File: src/rtl/mem_agent_types.sv
// Shared types and defaults for the DDR memory agent.
package mem_agent_types;

  localparam int unsigned RD_BURST_LEN      = 16;
  localparam int unsigned RD_FIFO_DEPTH     = 512;
  localparam int unsigned DEBG_COUNTER_BITS = 32;

  typedef enum logic [1:0] {
    IDLE  = 2'd0,
    ISSUE = 2'd1,
    DRAIN = 2'd2,
    DONE  = 2'd3
  } rd_sched_state_e;

  typedef struct packed {
    logic wrreq;
    logic full;
  } fifo_wr_if_t;

endpackage

File: src/rtl/mem_agent_credit_cnt.sv
// Up/down counter: +1 on up, -DN_STEP on dn, bounded to [0, MAX_VAL].
module mem_agent_credit_cnt #(
  parameter int unsigned MAX_VAL = 16,
  parameter int unsigned RST_VAL = 0,
  parameter int unsigned DN_STEP = 1,
  localparam int unsigned CW = $clog2(MAX_VAL + 1)
) (
  input  logic          clk,
  input  logic          rst_n,
  input  logic          up,
  input  logic          dn,
  output logic [CW-1:0] count,
  output logic [CW-1:0] count_nxt_c
);

  localparam logic [CW-1:0] MAX_C  = CW'(MAX_VAL);
  localparam logic [CW-1:0] STEP_C = CW'(DN_STEP);

  always_comb begin
    count_nxt_c = count;
    if (up && !dn) begin
      count_nxt_c = (count == MAX_C) ? count : count + CW'(1);
    end else if (dn && !up) begin
      count_nxt_c = (count >= STEP_C) ? count - STEP_C : '0;
    end else if (up && dn) begin
      count_nxt_c = count + CW'(1) - STEP_C;
    end
  end

  always_ff @(posedge clk or negedge rst_n) begin
    if (!rst_n) begin
      count <= CW'(RST_VAL);
    end else begin
      count <= count_nxt_c;
    end
  end

  // The owner must never ask for a step that leaves the legal range.
  a_no_overflow: assert property (@(posedge clk) disable iff (!rst_n)
    (up && !dn) |-> (count != MAX_C));
  a_no_underflow: assert property (@(posedge clk) disable iff (!rst_n)
    dn |-> (({1'b0, count} + (CW + 1)'(up)) >= (CW + 1)'(DN_STEP)));
  a_in_range: assert property (@(posedge clk) disable iff (!rst_n)
    count <= MAX_C);

endmodule

File: src/rtl/mem_agent_rd_sched.sv
// Read-side scheduler: walks [RD_BASE, RD_HIGH) with INCR bursts, credit-gated to the read FIFO.
// Define MEM_AGENT_RD_DBG_EN to add the dbg_bursts/dbg_beats/dbg_stall counters.
module mem_agent_rd_sched
  import mem_agent_types::*;
#(
  parameter int unsigned       DATA_W     = 64,
  parameter int unsigned       ADDR_W     = 32,
  parameter int unsigned       BURST_LEN  = RD_BURST_LEN,
  parameter int unsigned       OUTST_MAX  = 16,
  parameter int unsigned       FIFO_DEPTH = RD_FIFO_DEPTH,
  parameter logic [ADDR_W-1:0] RD_BASE    = ADDR_W'(32'h4000_0000),
  parameter logic [ADDR_W-1:0] RD_HIGH    = ADDR_W'(32'h4000_1000)
) (
  input  logic              clk,
  input  logic              rst_n,
  input  logic              start,
  input  logic              stop,
  output logic              busy,
  output logic              done,
  output logic              err,
  output logic [ADDR_W-1:0] m_axi_araddr,
  output logic [7:0]        m_axi_arlen,
  output logic [2:0]        m_axi_arsize,
  output logic [1:0]        m_axi_arburst,
  output logic              m_axi_arvalid,
  input  logic              m_axi_arready,
  input  logic [DATA_W-1:0] m_axi_rdata,
  input  logic [1:0]        m_axi_rresp,
  input  logic              m_axi_rlast,
  input  logic              m_axi_rvalid,
  output logic              m_axi_rready,
  output logic              fifo_wrreq,
  input  logic              fifo_full,
  output logic [DATA_W-1:0] fifo_wdata,
  input  logic              fifo_pop
`ifdef MEM_AGENT_RD_DBG_EN
  ,
  output logic [DEBG_COUNTER_BITS-1:0] dbg_bursts,
  output logic [DEBG_COUNTER_BITS-1:0] dbg_beats,
  output logic [DEBG_COUNTER_BITS-1:0] dbg_stall
`endif
);

  localparam int unsigned OW          = $clog2(OUTST_MAX + 1);
  localparam int unsigned CW          = $clog2(FIFO_DEPTH + 1);
  localparam int unsigned BURST_BYTES = BURST_LEN * (DATA_W / 8);

  localparam logic [ADDR_W-1:0] BURST_BYTES_A = ADDR_W'(BURST_BYTES);
  localparam logic [ADDR_W:0]   BURST_BYTES_X = (ADDR_W + 1)'(BURST_BYTES);
  localparam logic [ADDR_W:0]   HIGH_X        = {1'b0, RD_HIGH};
  localparam logic [OW-1:0]     OUTST_MAX_C   = OW'(OUTST_MAX);
  localparam logic [CW-1:0]     BURST_LEN_C   = CW'(BURST_LEN);
  localparam logic [7:0]        ARLEN_C       = 8'(BURST_LEN - 1);
  localparam logic [2:0]        ARSIZE_C      = 3'($clog2(DATA_W / 8));

  rd_sched_state_e   state, state_nxt;
  logic [ADDR_W-1:0] araddr_nxt;
  logic              arvalid_nxt;
  logic              err_nxt;
  logic              busy_nxt;
  logic              done_nxt;

  logic [OW-1:0] outst, outst_nxt;
  logic [CW-1:0] credit, credit_nxt;

  logic        ar_hs_c;
  logic        r_beat_c;
  logic        r_last_c;
  logic        r_bad_c;
  logic        room_c;
  logic        room_nxt_c;
  logic        issue_ok_c;
  fifo_wr_if_t fifo_wr;

  // R channel passes straight through to the FIFO write port.
  assign fifo_wr.full  = fifo_full;
  assign fifo_wr.wrreq = m_axi_rvalid & ~fifo_wr.full;
  assign m_axi_rready  = ~fifo_wr.full;
  assign fifo_wrreq    = fifo_wr.wrreq;
  assign fifo_wdata    = m_axi_rdata;

  assign m_axi_arlen   = ARLEN_C;
  assign m_axi_arsize  = ARSIZE_C;
  assign m_axi_arburst = 2'b01;

  assign ar_hs_c  = m_axi_arvalid & m_axi_arready;
  assign r_beat_c = m_axi_rvalid & m_axi_rready;
  assign r_last_c = r_beat_c & m_axi_rlast;
  assign r_bad_c  = r_beat_c & (m_axi_rresp != 2'b00);

  assign room_c     = ({1'b0, m_axi_araddr} + BURST_BYTES_X) <= HIGH_X;
  assign room_nxt_c = ({1'b0, araddr_nxt} + BURST_BYTES_X) <= HIGH_X;

  mem_agent_credit_cnt #(
    .MAX_VAL (OUTST_MAX),
    .RST_VAL (0),
    .DN_STEP (1)
  ) u_outst (
    .clk         (clk),
    .rst_n       (rst_n),
    .up          (ar_hs_c),
    .dn          (r_last_c),
    .count       (outst),
    .count_nxt_c (outst_nxt)
  );

  mem_agent_credit_cnt #(
    .MAX_VAL (FIFO_DEPTH),
    .RST_VAL (FIFO_DEPTH),
    .DN_STEP (BURST_LEN)
  ) u_credit (
    .clk         (clk),
    .rst_n       (rst_n),
    .up          (fifo_pop),
    .dn          (ar_hs_c),
    .count       (credit),
    .count_nxt_c (credit_nxt)
  );

  // Issue decisions look at post-edge counters so back-to-back ARs never overshoot a limit.
  assign issue_ok_c = (outst_nxt < OUTST_MAX_C) && (credit_nxt >= BURST_LEN_C) &&
                      room_nxt_c && !stop && !err_nxt;

  always_comb begin
    state_nxt  = state;
    araddr_nxt = m_axi_araddr;
    err_nxt    = err | r_bad_c;
    unique case (state)
      IDLE: begin
        if (start) begin
          state_nxt  = ISSUE;
          araddr_nxt = RD_BASE;
          err_nxt    = 1'b0;
        end
      end
      ISSUE: begin
        if (ar_hs_c) begin
          araddr_nxt = m_axi_araddr + BURST_BYTES_A;
        end
        if (!m_axi_arvalid && (!room_c || stop || err)) begin
          state_nxt = DRAIN;
        end
      end
      DRAIN: begin
        if (outst == '0) begin
          state_nxt = DONE;
        end
      end
      DONE: begin
        state_nxt = IDLE;
      end
      default: begin
        state_nxt = IDLE;
      end
    endcase
    arvalid_nxt = (m_axi_arvalid && !m_axi_arready) || ((state_nxt == ISSUE) && issue_ok_c);
    busy_nxt    = (state_nxt == ISSUE) || (state_nxt == DRAIN);
    done_nxt    = (state_nxt == DONE);
  end

  always_ff @(posedge clk or negedge rst_n) begin
    if (!rst_n) begin
      state         <= IDLE;
      m_axi_araddr  <= RD_BASE;
      m_axi_arvalid <= 1'b0;
      err           <= 1'b0;
      busy          <= 1'b0;
      done          <= 1'b0;
    end else begin
      state         <= state_nxt;
      m_axi_araddr  <= araddr_nxt;
      m_axi_arvalid <= arvalid_nxt;
      err           <= err_nxt;
      busy          <= busy_nxt;
      done          <= done_nxt;
    end
  end

`ifdef MEM_AGENT_RD_DBG_EN
  localparam logic [DEBG_COUNTER_BITS-1:0] DBG_MAX = '1;
  localparam logic [DEBG_COUNTER_BITS-1:0] DBG_ONE = DEBG_COUNTER_BITS'(1);

  logic stall_c;

  // A stall is an issue slot lost purely to the credit or outstanding limit.
  assign stall_c = (state == ISSUE) && !m_axi_arvalid && room_c && !stop && !err &&
                   ((outst >= OUTST_MAX_C) || (credit < BURST_LEN_C));

  always_ff @(posedge clk or negedge rst_n) begin
    if (!rst_n) begin
      dbg_bursts <= '0;
      dbg_beats  <= '0;
      dbg_stall  <= '0;
    end else if ((state == IDLE) && start) begin
      dbg_bursts <= '0;
      dbg_beats  <= '0;
      dbg_stall  <= '0;
    end else begin
      if (ar_hs_c && (dbg_bursts != DBG_MAX)) dbg_bursts <= dbg_bursts + DBG_ONE;
      if (fifo_wr.wrreq && (dbg_beats != DBG_MAX)) dbg_beats <= dbg_beats + DBG_ONE;
      if (stall_c && (dbg_stall != DBG_MAX)) dbg_stall <= dbg_stall + DBG_ONE;
    end
  end
`endif

endmodule
File: config.mk
export PLATFORM = sky130hd
export DESIGN_NAME = mem_agent_rd_sched
export DESIGN_NICKNAME = d
export VERILOG_FILES = /design/src/rtl/mem_agent_types.sv /design/src/rtl/mem_agent_credit_cnt.sv /design/src/rtl/mem_agent_rd_sched.sv
export SDC_FILE = /design/constraint.sdc
export NUM_CORES = 1
export LEC_CHECK = 0
export CAP_MARGIN = 10
export CORE_ASPECT_RATIO = 1.75
export CORE_MARGIN = 1
export CORE_UTILIZATION = 45
export CTS_BUF_LIST = sky130_fd_sc_hd__clkbuf_16
export CTS_CLUSTER_SIZE = 40
export DETAILED_ROUTE_END_ITERATION = 8
export GPL_ROUTABILITY_DRIVEN = 0
export GPL_TIMING_DRIVEN = 0
export PLACE_DENSITY = 0.79
export SETUP_SLACK_MARGIN = 0.15
export SYNTH_ARGS = -nofsm -noshare
export SYNTH_HDL_FRONTEND = slang
export SYNTH_HIERARCHICAL = 1
export SYNTH_SLANG_ARGS = --single-unit
File: constraint.sdc
create_clock -name clk -period 4.7 [get_ports clk]
set_input_delay 0.94 -clock clk [delete_from_list [all_inputs] [get_ports clk]]
set_output_delay 0.94 -clock clk [all_outputs]
set_load 0.01 [all_outputs]
==> results.sh, run 1 <==
export IMPL_status="finished, final reports clean"
export IMPL_drcViolationCount=0
export IMPL_leakage_nw=3.23
export IMPL_grt_max_degree=36
export IMPL_insertedDiodeCount=0
export IMPL_cap_violations=0
export IMPL_path_max_fanout=10
export IMPL_die_area_mm2=0.0133
export IMPL_slew_headroom=0.488
export IMPL_io_buffers=111
export IMPL_crit_top_cell="ha_1"
export IMPL_clk_latency_ns=0.30
export IMPL_io_pins=190
export IMPL_tns_ns=0
export IMPL_async_reset_ff_frac=1.00
export IMPL_yosys_area_top_type="dfrtp_1"
export IMPL_rsz0062_at_grt="false"
export IMPL_track_usage=0.253
export IMPL_ff2ff_path_depth=17
export IMPL_ant_nets=0
export IMPL_synthTopCellsByCount="84 x buf_4, 55 x nand2_1, 51 x dfrtp_1"
export IMPL_rrSetupSlack_ns=0.41
export IMPL_clkSlewWorstSetupHoldPaths_ns=0.08
export IMPL_rows=54
export IMPL_synth_flop_cell="dfrtp_1"
export IMPL_start_kind="flip-flop"
export IMPL_drt_initial_drc_count=313
export IMPL_die_h_um=152
export IMPL_worst_pin_slew_ns=0.767
export IMPL_cts_root_buf="clkbuf_16"
export IMPL_finalCritPeriodShare=0.913
export IMPL_avgSynthCellArea_um2=8.29
export IMPL_yosysUniqueCellTypes=99
export IMPL_ys_ff_latch=53
export IMPL_power_density_mw_per_mm2=347
export IMPL_drive_above_1_share=0.220
export IMPL_required_ns=4.93
export IMPL_crit_family="simple AND/OR/NAND/NOR gates"
export IMPL_synth_most_common_cell="buf_4"
export IMPL_dpl_hpwl_mm=13.0
export IMPL_max_freq_mhz=233
export IMPL_fin_area_mm2=0.00738
export IMPL_die_w_um=87.7
export IMPL_fin_crit_ns=4.29
export IMPL_wire_per_inst_um=16.8
export IMPL_htree_levels=2
export IMPL_slowest_delay_ns=0.48
export IMPL_critical_path_class="reg -> reg"
export IMPL_synth_area_mm2=0.00579
export IMPL_vias=5756
export IMPL_yosysWarnings=6
export IMPL_worstPathArrival_ns=4.52
export IMPL_gr_total_overflow=0
export IMPL_ys_top_cells_by_area="dfrtp_1 22%, buf_4 11%, nand2_1 3.6%"
export IMPL_cts_buffers=5
export IMPL_synth_edf_count=0
export IMPL_place_area_mm2=0.00717
export IMPL_cts_tree="built"
export IMPL_cts_hold_buf=0
export IMPL_worst_path_max_delay_cell="dfrtp_2"
export IMPL_end_kind="flip-flop"
export IMPL_netlist_instances=698
export IMPL_path_depth=17
export IMPL_holdPathStages=1
export IMPL_wl_mm=16.8
export IMPL_path_cells="ha_1 > buf_2 > nand4_4 > nor4_4 > buf_6 > nand3_1 > xnor2_1 > nor4_1 > nand4_1 > o31ai_2 > a31oi_1 > o21ai_0 > o31a_1 > ha_1 > nand2_1 > or4_1 > o22ai_1"
export IMPL_synth_top_area_frac=0.220
export IMPL_drt_pass1_iterations=5
export IMPL_ir_drop_mv=0.247
export IMPL_cp_buffers_inverters=2
export IMPL_core_area_mm2=0.0125
export IMPL_areaGrowthSynthToFinish_pct=27.5
export IMPL_clockBufferDepth=2
export IMPL_cts_sinks=53
export IMPL_final_nets=920
export IMPL_grt_antenna_before_repair=0
export IMPL_setup_viol=0
export IMPL_min_path_type="reg -> reg"
export IMPL_grt_pass1_wl_mm=26.5
export IMPL_grt_pass1_vias=5459
export IMPL_fin_skew_ns=0.0108
export IMPL_ys_seq_area_frac=0.230
export IMPL_vias_per_cell=5.77
export IMPL_hold_violations=0
export IMPL_drv_slew=0
export IMPL_initial_core_util=0.463
-- kinds of logic after synthesis --
family / share of synthesized area
AO/OA/AOI/OAI: 0.222
XOR/XNOR: 0.0393
adder cells (fa/ha/maj): 0.0346
buffers and inverters: 0.176
flip-flops: 0.230
multiplexers: 0.0242
other: 0.00130
AND/OR/NAND/NOR: 0.273
-- sequential cells by signal (all words and copies together) (netlist names) --
register / count
m_axi_arvalid: 1
err: 1
done: 1
m_axi_araddr: 32
u_credit/count: 10
state: 2
busy: 1
u_outst/count: 5
-- area by class of cell --
class | count | area [um2]
repair buffers | 113 | 1130
clock buffers | 5 | 125
plain buffers | 124 | 888
inverters | 35 | 131
well taps | 168 | 210
fillers | 1145 | 5120
clock inverters | 3 | 65.1
flip-flops and latches | 53 | 1330
multi-input cells | 497 | 3490
-- stage by stage --
| stage | instances | util | hold WS, ns | worst slack [ns] | power, mW |
|---|---|---|---|---|---|
| after detailed placement | 989 | 0.573 | 0.496 | 0.213 | 2.04 |
| after CTS | 997 | 0.588 | 0.513 | 0.211 | 2.54 |
| after floorplan | 709 | - | 0.536 | 1.06 | 1.63 |
| after global routing | 998 | 0.590 | 0.544 | 0.179 | 2.73 |
| final | 998 | 0.590 | 0.510 | 0.407 | 2.56 |
| after global placement | 988 | 0.572 | 0.493 | 0.184 | 2.01 |
-- where the power goes --
part           internal, mW  switching (mW)  leakage (nW)
Clock                 0.305           0.186        0.0938
Sequential            0.551           0.127         0.697
Combinational         0.607           0.783          2.44
Total                  1.46            1.10          3.23
-- per-layer routing --
layer / wire [um] / track usage / vias up / part of all wire
li1: - / - / 2704 / -
met1: 5620 / 0.246 / 2665 / 0.34
met2: 9330 / 0.485 / 325 / 0.56
met3: 1020 / 0.0299 / 62 / 0.061
met4: 807 / 0.148 / 0 / 0.048
met5: 0 / 0 / - / 0
-- worst paths after layout --
check,from,end
worst max-delay path,m_axi_araddr[7],m_axi_arvalid
worst min-delay path,m_axi_araddr[3],m_axi_araddr[3]
worst max register to register,m_axi_araddr[7],m_axi_arvalid
worst min register to register,m_axi_araddr[3],m_axi_araddr[3]
max in group asynchronous,rst_n,m_axi_araddr[30]
min in group asynchronous,rst_n,m_axi_araddr[11]
-- timing repair --
| action | 4_1_cts | 5_1_grt |
|---|---|---|
| setup buffers | 0 | 1 |
| gates resized for setup | 0 | 4 |
| endpoints found under the setup margin | 0 | 1 |
-- cells in the final DEF, fill, tap and decap left out, types with 4 or more instances in the layout --
master and instances:
clkdlybuf4s50_1 110, buf_4 85, nand2_1 55, dfrtp_1 49
nor2_1 38, inv_1 35, o21ai_0 35, nand3_1 29
a21oi_1 25, buf_2 19, a31oi_1 19, nor3_1 17
xnor2_1 17, ha_1 16, and2_1 13, nor4_1 13
conb_1 13, buf_6 11, xor2_1 9, mux2i_1 8
nand4_1 8, and3_1 8, clkbuf_1 7, or4_1 7
nor2b_1 7, o31a_1 7, a41oi_1 7, nand2b_1 7
o31ai_1 6, a21o_1 6, o211ai_1 5, a32o_1 5
o21ai_1 5, clkbuf_16 5, a31oi_2 4, o22ai_1 4
o211a_1 4
Power figures use the tool's default switching activity.
==> run 2, diff against run 1 <==
--- a/config.mk
+++ b/config.mk
@@ -5,6 +5,7 @@
 export SDC_FILE = /design/constraint.sdc
 export NUM_CORES = 1
 export LEC_CHECK = 0
+export ABC_CLOCK_PERIOD_IN_PS = 4700
 export CAP_MARGIN = 10
 export CORE_ASPECT_RATIO = 1.75
 export CORE_MARGIN = 1
==> results of run 2 <==
No change in the layout: final DEF, timing and power equal those of run 1.
==> run 3, diff against run 2 <==
--- a/config.mk
+++ b/config.mk
@@ -11,9 +11,9 @@
 export CORE_MARGIN = 1
 export CORE_UTILIZATION = 45
 export CTS_BUF_LIST = sky130_fd_sc_hd__clkbuf_16
+export CTS_CLUSTER_DIAMETER = 40
 export CTS_CLUSTER_SIZE = 40
 export DETAILED_ROUTE_END_ITERATION = 8
-export GPL_ROUTABILITY_DRIVEN = 0
 export GPL_TIMING_DRIVEN = 0
 export PLACE_DENSITY = 0.79
 export SETUP_SLACK_MARGIN = 0.15
==> constraint.sdc (replaced) <==
create_clock -name clk -period 4.7 [get_ports clk]
set_input_delay 0.94 -clock clk [delete_from_list [all_inputs] [get_ports clk]]
set_output_delay 0.94 -clock clk [all_outputs]
set_load 0.02 [all_outputs]
==> run 3 against run 2 <==
Net effect:
- first-iteration DRC count rose by 1.3%
- clock power fell by 24%
- non-clock buffer count rose by 3
- largest cell class unchanged
- largest power group unchanged
- highest routed layer unchanged
==> results.sh, run 3 (synthesis gave the netlist of run 1 again) <==
export IMPL_drv_slew=0
export IMPL_rsz0062_at_grt="false"
export IMPL_grt_pass1_vias=5557
export IMPL_finalPower_mw=2.51
export IMPL_critical_path_class="reg -> reg"
export IMPL_vias=5730
export IMPL_grt_max_degree=30
export IMPL_clockBufferDepth=2
export IMPL_required_ns=4.92
export IMPL_areaGrowthSynthToFinish_pct=27.0
export IMPL_end_kind="flip-flop"
export IMPL_drcViolationCount=0
export IMPL_dpl_hpwl_mm=12.9
export IMPL_finalCritPeriodShare=0.913
export IMPL_nFillCells=1128
export IMPL_tns_ns=0
export IMPL_path_max_fanout=10
export IMPL_cts_buffers=5
export IMPL_io_pins=190
export IMPL_whs_ns=0.511
export IMPL_max_freq_mhz=233
export IMPL_worstPathArrival_ns=4.52
export IMPL_drive_above_1_share=0.220
export IMPL_multi_input_comb_area_mm2=0.00350
export IMPL_seqCellArea_mm2=0.00133
export IMPL_track_usage=0.249
export IMPL_cts_tree="built"
export IMPL_regMostFlops="m_axi_araddr"
export IMPL_place_area_mm2=0.00717
export IMPL_wire_per_inst_um=16.5
export IMPL_initial_core_util=0.463
export IMPL_grt_antenna_before_repair=0
export IMPL_gr_total_overflow=0
export IMPL_dp_cells=989
export IMPL_drt_pass1_iterations=7
export IMPL_drt_initial_drc_count=317
export IMPL_insertedDiodeCount=0
export IMPL_final_cell_mix="110 x clkdlybuf4s50_1, 88 x buf_4, 55 x nand2_1"
export IMPL_clkSlewWorstSetupHoldPaths_ns=0.08
export IMPL_largest_reg_flops=32
export IMPL_wl_mm=16.5
export IMPL_largestRegisters="m_axi_araddr: 32 flops, u_credit/count: 10 flops, u_outst/count: 5 flops"
export IMPL_status="finished, final reports clean"
export IMPL_slowest_delay_ns=0.47
export IMPL_pre_cts_ws_ns=0.150
export IMPL_clk_latency_ns=0.30
export IMPL_power_density_mw_per_mm2=342
export IMPL_die_w_um=87.7
export IMPL_leakage_nw=3.23
export IMPL_layout_cells_non_filler=1000
export IMPL_path_cells="ha_1 > buf_2 > nand4_4 > nor4_4 > buf_6 > nand3_1 > xnor2_1 > nor4_1 > nand4_1 > o31ai_4 > a31oi_1 > nand3_1 > a21boi_0 > ha_1 > nand2_1 > or4_1 > o22ai_1"
export IMPL_htree_levels=2
export IMPL_final_nets=923
export IMPL_cp_buffers_inverters=2
export IMPL_setup_viol=0
export IMPL_die_area_mm2=0.0133
export IMPL_ir_drop_mv=0.170
export IMPL_rows=54
export IMPL_worst_pin_slew_ns=0.864
export IMPL_fin_area_mm2=0.00735
export IMPL_fin_skew_ns=0.0113
export IMPL_min_path_type="reg -> reg"
export IMPL_grt_pass1_wl_mm=26.1
export IMPL_cts_root_buf="clkbuf_16"
export IMPL_cts_hold_buf=0
export IMPL_start_kind="flip-flop"
export IMPL_utilization=0.588
export IMPL_place_congestion=0.979
export IMPL_crit_family="simple AND/OR/NAND/NOR gates"
export IMPL_core_area_mm2=0.0125
export IMPL_die_h_um=152
export IMPL_cap_violations=0
export IMPL_cts_sinks=53
export IMPL_layout_commonest_cell="clkdlybuf4s50_1"
export IMPL_hold_violations=0
export IMPL_ant_nets=0
export IMPL_fin_ws_ns=0.409
export IMPL_fin_crit_ns=4.29
export IMPL_worst_path_max_delay_cell="or4_1"
export IMPL_slew_headroom=0.423
export IMPL_vias_per_cell=5.73
export IMPL_io_buffers=111
-- run 3: worst paths after layout --
path                                  from  cells past startpoint               end  slack, ns
hold reg to reg            m_axi_araddr[5]                      1   m_axi_araddr[5]       0.51
max in group asynchronous            rst_n                      2  m_axi_araddr[30]       3.39
min in group asynchronous            rst_n                      1  m_axi_araddr[11]       0.65
hold / removal             m_axi_araddr[5]                      1   m_axi_araddr[5]       0.51
setup reg to reg           m_axi_araddr[7]                     17     m_axi_arvalid       0.41
setup / recovery           m_axi_araddr[7]                     17     m_axi_arvalid       0.41
-- run 3: power by group --
group / leakage (nW) / internal (mW) / switching, mW
combinational: 2.46 / 0.628 / 0.838
clock: 0.0685 / 0.192 / 0.181
sequential: 0.697 / 0.551 / 0.123
total: 3.23 / 1.37 / 1.14
-- run 3: repair_timing --
item | in CTS | in global routing
resized for setup | 1 | 5
endpoints found under the setup margin | 1 | 1
buffers inserted | 0 | 4
pin swaps | 0 | 1
-- run 3: cell type report --
| class | count | share of cell area |
|---|---|---|
| Clock inverter | 2 | 0.00102 |
| Buffer | 124 | 0.121 |
| Tap cell | 168 | 0.0286 |
| Multi-Input combinational cell | 497 | 0.476 |
| Sequential cell | 53 | 0.181 |
| Inverter | 35 | 0.0179 |
| Clock buffer | 5 | 0.0170 |
| Timing Repair Buffer | 116 | 0.157 |
-- run 3: metal layers --
metal / up-vias / GRT usage / share of wire
met5: - / 0 / 0
li1: 2721 / - / -
met4: 0 / 0.162 / 0.057
met2: 300 / 0.480 / 0.55
met3: 66 / 0.0255 / 0.058
met1: 2643 / 0.235 / 0.33
